--- config.mk ---
export PLATFORM = sky130hd
export DESIGN_NAME = pipe_rr_sched
export DESIGN_NICKNAME = d
export VERILOG_FILES = /design/src/rtl/pipe_rr_sched.sv
export SDC_FILE = /design/constraint.sdc
export NUM_CORES = 1
export LEC_CHECK = 0
export ABC_AREA = 1
export ABC_CLOCK_PERIOD_IN_PS = 4400
export BUFFER_PORTS_ARGS = -buffer_cell sky130_fd_sc_hd__buf_2
export CORE_MARGIN = 4
export CORE_UTILIZATION = 50
export CTS_BUF_LIST = sky130_fd_sc_hd__clkbuf_8
export DETAILED_ROUTE_END_ITERATION = 10
export GPL_TIMING_DRIVEN = 0
export HOLD_SLACK_MARGIN = 0.08
export PLACE_DENSITY = 0.86
export RECOVER_POWER = 100
export SYNTH_ARGS = -nofsm -noshare
export SYNTH_HDL_FRONTEND = slang
export SYNTH_SLANG_ARGS = --single-unit
--- constraint.sdc ---
create_clock -name clk -period 4.4 [get_ports clk]
set_input_delay 0.22 -clock clk [delete_from_list [all_inputs] [get_ports clk]]
set_output_delay 0.22 -clock clk [all_outputs]
set_load 0.005 [all_outputs]
--- src/rtl/pipe_rr_sched.sv ---
// Round-robin scheduler that time-shares one external registered datapath
// (e <= x3|f, f <= x1&x2) among N_REQ requesters, one transaction at a time.
module pipe_rr_sched #(
  parameter int N_REQ = 4,
  parameter int LAT   = 1,
  parameter int IDW   = 2
) (
  input  logic               clk,
  input  logic               rst_n,
  input  logic [N_REQ-1:0]   req,
  input  logic [3*N_REQ-1:0] req_data,
  output logic [N_REQ-1:0]   gnt,
  output logic               busy,
  output logic               dp_x1,
  output logic               dp_x2,
  output logic               dp_x3,
  input  logic               dp_e,
  input  logic               dp_f,
  output logic               rsp_valid,
  output logic [IDW-1:0]     rsp_id,
  output logic               rsp_e,
  output logic               rsp_f
);

  localparam int              CNTW     = (LAT > 1) ? $clog2(LAT) : 1;
  localparam logic [CNTW-1:0] CNT_LAST = CNTW'(LAT - 1);
  localparam logic [IDW:0]    NREQ_W   = (IDW + 1)'(N_REQ);
  localparam logic [IDW-1:0]  ID_LAST  = IDW'(N_REQ - 1);

  typedef enum logic [1:0] {S_IDLE, S_ISSUE, S_WAIT, S_RSP} state_e;

  state_e           state_q;
  logic [IDW-1:0]   ptr_q;
  logic [IDW-1:0]   ptr_d;
  logic [CNTW-1:0]  cnt_q;
  logic [IDW-1:0]   cur_q;
  logic [N_REQ-1:0] gnt_q;
  logic             busy_q;
  logic [2:0]       dpx_q;
  logic             rsp_valid_q;
  logic [IDW-1:0]   rsp_id_q;
  logic             rsp_e_q;
  logic             rsp_f_q;

  logic [N_REQ-1:0] rot_req;
  logic             sel_vld;
  logic [IDW:0]     sel_sum;
  logic [IDW-1:0]   sel_id;
  logic [2:0]       sel_op;
  logic [N_REQ-1:0] sel_gnt;

  // Rotate requests so bit 0 is the pointer position; the first set bit wins.
  always_comb begin
    rot_req = N_REQ'({req, req} >> ptr_q);
    sel_vld = 1'b0;
    sel_sum = {1'b0, ptr_q};
    for (int k = 0; k < N_REQ; k++) begin
      if (!sel_vld && rot_req[k]) begin
        sel_vld = 1'b1;
        sel_sum = {1'b0, ptr_q} + (IDW + 1)'(k);
      end
    end
    if (sel_sum >= NREQ_W) begin
      sel_sum = sel_sum - NREQ_W;
    end
    sel_id  = sel_sum[IDW-1:0];
    sel_op  = '0;
    sel_gnt = '0;
    for (int k = 0; k < N_REQ; k++) begin
      if (IDW'(k) == sel_id) begin
        sel_op     = req_data[3*k +: 3];
        sel_gnt[k] = 1'b1;
      end
    end
  end

  assign ptr_d = (cur_q == ID_LAST) ? '0 : cur_q + 1'b1;

  // dpx_q doubles as the latched operand: loaded at selection, held through
  // ISSUE and WAIT, cleared on entry to RSP.
  always_ff @(posedge clk or negedge rst_n) begin
    if (!rst_n) begin
      state_q     <= S_IDLE;
      ptr_q       <= '0;
      cnt_q       <= '0;
      cur_q       <= '0;
      gnt_q       <= '0;
      busy_q      <= 1'b0;
      dpx_q       <= '0;
      rsp_valid_q <= 1'b0;
      rsp_id_q    <= '0;
      rsp_e_q     <= 1'b0;
      rsp_f_q     <= 1'b0;
    end else begin
      case (state_q)
        S_IDLE: begin
          if (sel_vld) begin
            cur_q   <= sel_id;
            gnt_q   <= sel_gnt;
            dpx_q   <= sel_op;
            busy_q  <= 1'b1;
            state_q <= S_ISSUE;
          end
        end
        S_ISSUE: begin
          gnt_q   <= '0;
          ptr_q   <= ptr_d;
          cnt_q   <= '0;
          state_q <= S_WAIT;
        end
        S_WAIT: begin
          cnt_q <= cnt_q + 1'b1;
          if (cnt_q == CNT_LAST) begin
            rsp_e_q     <= dp_e;
            rsp_f_q     <= dp_f;
            rsp_valid_q <= 1'b1;
            rsp_id_q    <= cur_q;
            dpx_q       <= '0;
            state_q     <= S_RSP;
          end
        end
        S_RSP: begin
          rsp_valid_q <= 1'b0;
          busy_q      <= 1'b0;
          state_q     <= S_IDLE;
        end
        default: state_q <= S_IDLE;
      endcase
    end
  end

  assign gnt       = gnt_q;
  assign busy      = busy_q;
  assign dp_x1     = dpx_q[0];
  assign dp_x2     = dpx_q[1];
  assign dp_x3     = dpx_q[2];
  assign rsp_valid = rsp_valid_q;
  assign rsp_id    = rsp_id_q;
  assign rsp_e     = rsp_e_q;
  assign rsp_f     = rsp_f_q;

endmodule

### Word level (Yosys, flattened, before mapping)

Cells that the tools add are included.
W data, S select, Z words.

* add/subtract/negate cells: 6
* $lt $le $gt $ge: 1
* eq/ne operators: 9
* shift operators: 1
* muxes and demuxes: 30
* bitwise operators: 1
* reductions and logical operators: 20

Operator list (number)
* $mux W3: 9
* $reduce_and A2 Y1: 6
* $mux W1: 10
* $reduce_bool A2 Y1: 5
* $mux W2: 4
* $pmux W2 S4: 1
* $pmux W4 S2: 1
* $shr A8 B2 Y4: 1
* $add A2 B2 Y3 const B: 2
* $eq A2 B2 Y1 const B: 3
* $pmux W1 S2: 3
* $pmux W3 S2: 1
* $eq A2 B2 Y1 const A: 2
* $logic_not A2 Y1: 2
* $mux W4: 1
* $ne A2 B2 Y1 const B: 2
* $add A2 B1 Y3 const B: 1
* $ge A3 B3 Y1 const B: 1
* $logic_and A1 B1 Y1: 3
* $logic_not A1 Y1: 3
* $reduce_and A3 Y1: 1
* $add A2 B1 Y2 const B: 1
* $eq A1 B2 Y1 const A: 1
* $eq A2 B1 Y1 const B: 1
* other kinds (3): 3

* bits in registers: 20
* bits of input ports: 20
* output and inout bits: 13
* logic and storage cells: 79

### Longest topological paths before layout

* word-level depth: 20
* gate-level depth with buffers: 18
* gate-level depth less buffers: 18

### Least setup slack after synthesis

No wires, ideal clock.

* path kind: register -> register
* start point: reg ptr_q[0]
* end point: reg dpx_q[0]
* setup time: 116 ps
* arrival time: 1606 ps
* required time: 4284 ps
* setup slack: 2678 ps
* stages on the path, launching flop included: 15
* buffers on the path: 1
* period minus slack after synthesis: 1722 ps
* cells stage by stage: dfrtp_1 -> buf_6 -> nand2_4 -> nand3_2 -> nand2_2 -> nand2_2 -> inv_2 -> nand3_2 -> or2_4 -> nand2_8 -> nand2_4 -> o21ai_1 -> inv_1 -> nand2_1 -> nand2_1

* cells in the longest elaborated chain, start to end: 20
* elaborated cells between the ends (all ways): 32
* those cells by class: add/sub: 4; order compare: 1; eq/ne: 4; shift: 1; mux: 14; reduce/logical: 8

RTL lines
* start, declared: line 33 `logic [IDW-1:0] ptr_q;`
* start signal, assigned: line 107 `ptr_q <= ptr_d;`
* $shr A8 B2 Y4: line 54 `rot_req = N_REQ'({req, req} >> ptr_q);`
* $mux W1: line 58 `if (!sel_vld && rot_req[k]) begin`
* $logic_not A1 Y1: line 58
* $logic_and A1 B1 Y1: line 58
* $mux W1: line 58
* $logic_not A1 Y1: line 58
* $logic_and A1 B1 Y1: line 58
* $mux W1: line 58
* $logic_not A1 Y1: line 58
* $logic_and A1 B1 Y1: line 58
* $mux W3: line 58
* $ge A3 B3 Y1 / $sub A2 B1 Y2 (equally long branches): line 63, 64
* $mux W2: line 63 `if (sel_sum >= NREQ_W) begin`
* $logic_not A2 Y1: line 70 `if (IDW'(k) == sel_id) begin`
* $mux W3 (4 in a row): line 70
* $mux W3: line 97 `if (sel_vld) begin`
* $pmux W3 S2: line 95 `case (state_q)`
* end signal, assigned: line 100 `dpx_q <= sel_op;`
* end, declared: line 39 `logic [2:0] dpx_q;`

Parallel ways exist; a longest one is shown, timed or not. The select of a mux whose other input is x is not followed.
A chain may end at the register's enable or synchronous reset.

### Worst setup path in the final report

* start point: reg ptr_q[1]
* end point: reg dpx_q[0]

Same word-level chain as after synthesis.

==> impl_metrics.toml <==
[yosys]
synth_most_common_cell = "nand2_1"
synth_area_per_cell_um2 = 7.42
ys_warn_count = 0
async_reset_ff_share_pct = 100
yosysSeqAreaShare_pct = 37.5
synth.area.top_cells = "dfrtp_1, nand2_1, inv_1"
syn_inst = 180
synthDistinctLibCells = 27
yosys-top-cells-count = "nand2_1, inv_1, dfrtp_1"
synth_top_area_share_pct = 37.5
yosysTopAreaCell = "dfrtp_1"
synth_fp_nets = 206
synth_seq_cells = 20
synth_area_um2 = 1340
ys.flop_type = "dfrtp_1"
synth_enable_flop_cells = 0

[floorplan]
rows = 18
dieArea_um2 = 3560
core_um2 = 2520
die_y_um = 59.7
initial_core_util_pct = 52.9
ios = 33
die_w_um = 59.7

[route]
drt-vias-per-instance = 4.86
first_pass_iters = 4
via_count = 1201
drtIter0Drc = 70
drc = 0
ant_nets = 0
wl_um = 2620
wl_per_cell_um = 10.6

[pwr]
switchingPower_w = 0.000606
pwr-share-comb_pct = 63.1
p_sw_share_pct = 49.4
power_density_nw_per_um2 = 792
intPower_w = 0.000620
p_seq_share_pct = 25.7
vdd_drop_max_v = 0.000515
p_clk_share_pct = 11.2
leakagePower_nw = 0.878

[clock_tree]
cts_tree = "built"
clk_pin_slew_ns = 0.07
cts_buffer_depth = 2
clk_latency_ns = 0.26
numClockSinks = 20
numCtsBuffers = 3
cts-resized-gates = 0
cts-root-buf = "clkbuf_8"
htreeDepth = 1
postCtsSetupRepairBufs = 0

[global_route]
grt_antenna_before_repair = 0
grt_usage_pct = 16.2
grt_pass1_wl_um = 4470
grt_overflow = 0
grt_pass1_vias = 1072
grt_max_degree = 21

[setup_path]
path_cells = "clkbuf_1, clkinvlp_2, nand3_1, o21a_2, nand3_2, or2_0, nand2_1, nand2_1, o21ai_0, inv_1, nand2_1, nand2_1"
arrival_ns = 2.91
cp-end-kind = "flip-flop"
cp_top_family = "simple AND/OR/NAND/NOR gates"
worst_setup_path_start_kind = "flip-flop"
cp_max_fo = 10
path_buf_inv = 3
timing.critical_path.mode_cell = "nand2_1"
critical_path_required_ns = 4.55
path_class = "flip-flop to flip-flop"
critical-path-slowest-cell = "clkinvlp_2"
critPathMaxStageDelay_ns = 0.42

[placed_design]
port_buffers = 32
place_hpwl_um = 1970
post_dp_cell_area_um2 = 1530
place_inst = 242
routabilityCongestion = 0.830

[timing]
max_slew_margin_pct = 30.4
worst_hold_slack_ns = 0.164
setup_viol_count_final = 0
setup_tns_ns = 0
skew_ns = 0.00354
worst_slew_pin_slew_ns = 1.04
grt_setup_unrepaired = "no"
hold_violations = 0
drv_slew = 0
fin_crit_sh_pct = 62.8
fin_crit_ns = 2.76
max_freq_mhz = 362

[run]
maxCapViolCount = 0

[layout]
syn_to_final_growth_pct = 16.0
antennaDiodeCount = 0
fin_nets = 244
fin_cells = 247
drive_gt1_share_pct = 22.1
final_area_um2 = 1550

[run_status]
status = "complete, no violations"

[hold_path]
hold_path_class = "input port to flip-flop"
[final timing paths]
path | from | to | slack, ns | depth (start not counted)
worst max-delay path | ptr_q[1]$_DFFE_PN0P_ | dpx_q[0]$_DFFE_PN0P_ | 1.64 | 12
worst min-delay path | dp_e | rsp_e$_DFFE_PN0P_ | 0.16 | 3
worst max register to register | ptr_q[1]$_DFFE_PN0P_ | dpx_q[0]$_DFFE_PN0P_ | 1.64 | 12
worst min register to register | rsp_e$_DFFE_PN0P_ | rsp_e$_DFFE_PN0P_ | 0.47 | 2
max in group asynchronous | rst_n | cur_q[0]$_DFFE_PN0P_ | 3.11 | 2
min in group asynchronous | rst_n | state_q[1]$_DFFE_PN0P_ | 0.67 | 2
[state kept, by name, summed over array words and instances, names as in the netlist]
register,cells
rsp_valid,1
busy,1
state_q,2
gnt,4
rsp_id,2
dpx_q,3
cnt_q,1
ptr_q,2
rsp_e,1
cur_q,2
rsp_f,1
[metal layers]
metal	GRT usage, %	part of all wire, %	up-vias	wire, um
met2	26.5	48	22	1270
met1	22.1	47	532	1230
met5	0	0	-	0
met4	6.65	1.5	0	40
met3	1.30	3.1	5	82
li1	-	-	642	-
[worst min-delay path: stages]
cell and delay, ns:
buf_2 0.08, nand2_1 0.04, nand2_1 0.05
[cell usage in the layout (no fill, tap or decap)]
cell type      instances
a21oi_1                3
buf_2                 27
buf_6                  1
clkbuf_1               6
clkbuf_8               4
clkinvlp_2             1
dfrtp_1               20
dlygate4sd3_1          1
ha_1                   6
inv_1                 25
inv_2                  2
nand2_1               62
nand2_2                5
nand2_4                2
nand3_1               10
nand3_2                2
nand4_1                1
nor2_1                 9
nor2_2                 1
nor3_1                 2
o21a_2                 1
o21ai_0               11
o21ai_1                3
o21ai_2                2
o22ai_1                3
o31ai_1                1
o32ai_1                2
or2_0                  1
or2_1                  2
xor2_1                 1
[repair_timing]
| action | in CTS | in global routing |
|---|---|---|
| hold buffers | 1 | 0 |
| hold endpoints to repair | 20 | 0 |
| endpoints found under the setup margin | 0 | 0 |
[logic make-up after synthesis]
| kind of cell | share of synthesized area, % |
|---|---|
| flip-flops | 37.5 |
| buffers and inverters | 9.75 |
| AND/OR/NAND/NOR | 34.9 |
| AO/OA/AOI/OAI | 11.6 |
| adder cells (fa/ha/maj) | 5.62 |
| XOR/XNOR | 0.656 |
[power by group through the flow]
| stage | combinational (W) | sequential, W | clock (W) |
|---|---|---|---|
| after floorplan | 0.000658 | 0.000316 | 0 |
| after global placement | 0.000825 | 0.000316 | 0 |
| after detailed placement | 0.000844 | 0.000318 | 0 |
| after CTS | 0.000854 | 0.000315 | 0.000141 |
| after global routing | 0.000895 | 0.000325 | 0.000149 |
| final | 0.000774 | 0.000315 | 0.000137 |
[area by class of cell]
cell class / instances / area (um2)
plain buffers: 2 / 15.0
clock buffers: 4 / 55.1
fillers: 221 / 973
inverters: 28 / 106
multi-input cells: 130 / 671
flip-flops and latches: 20 / 500
well taps: 30 / 37.5
repair buffers: 33 / 164
[metrics by stage]
stage,power [W],worst slack [ns],util (%)
finish,0.00123,1.64,61.4
detailed placement,0.00116,2.49,60.8
global placement,0.00114,2.53,60.8
global route,0.00137,1.23,61.4
CTS,0.00131,2.48,63.3
floorplan,0.000975,2.68,-
No activity file was read; power rests on OpenSTA's default activity.
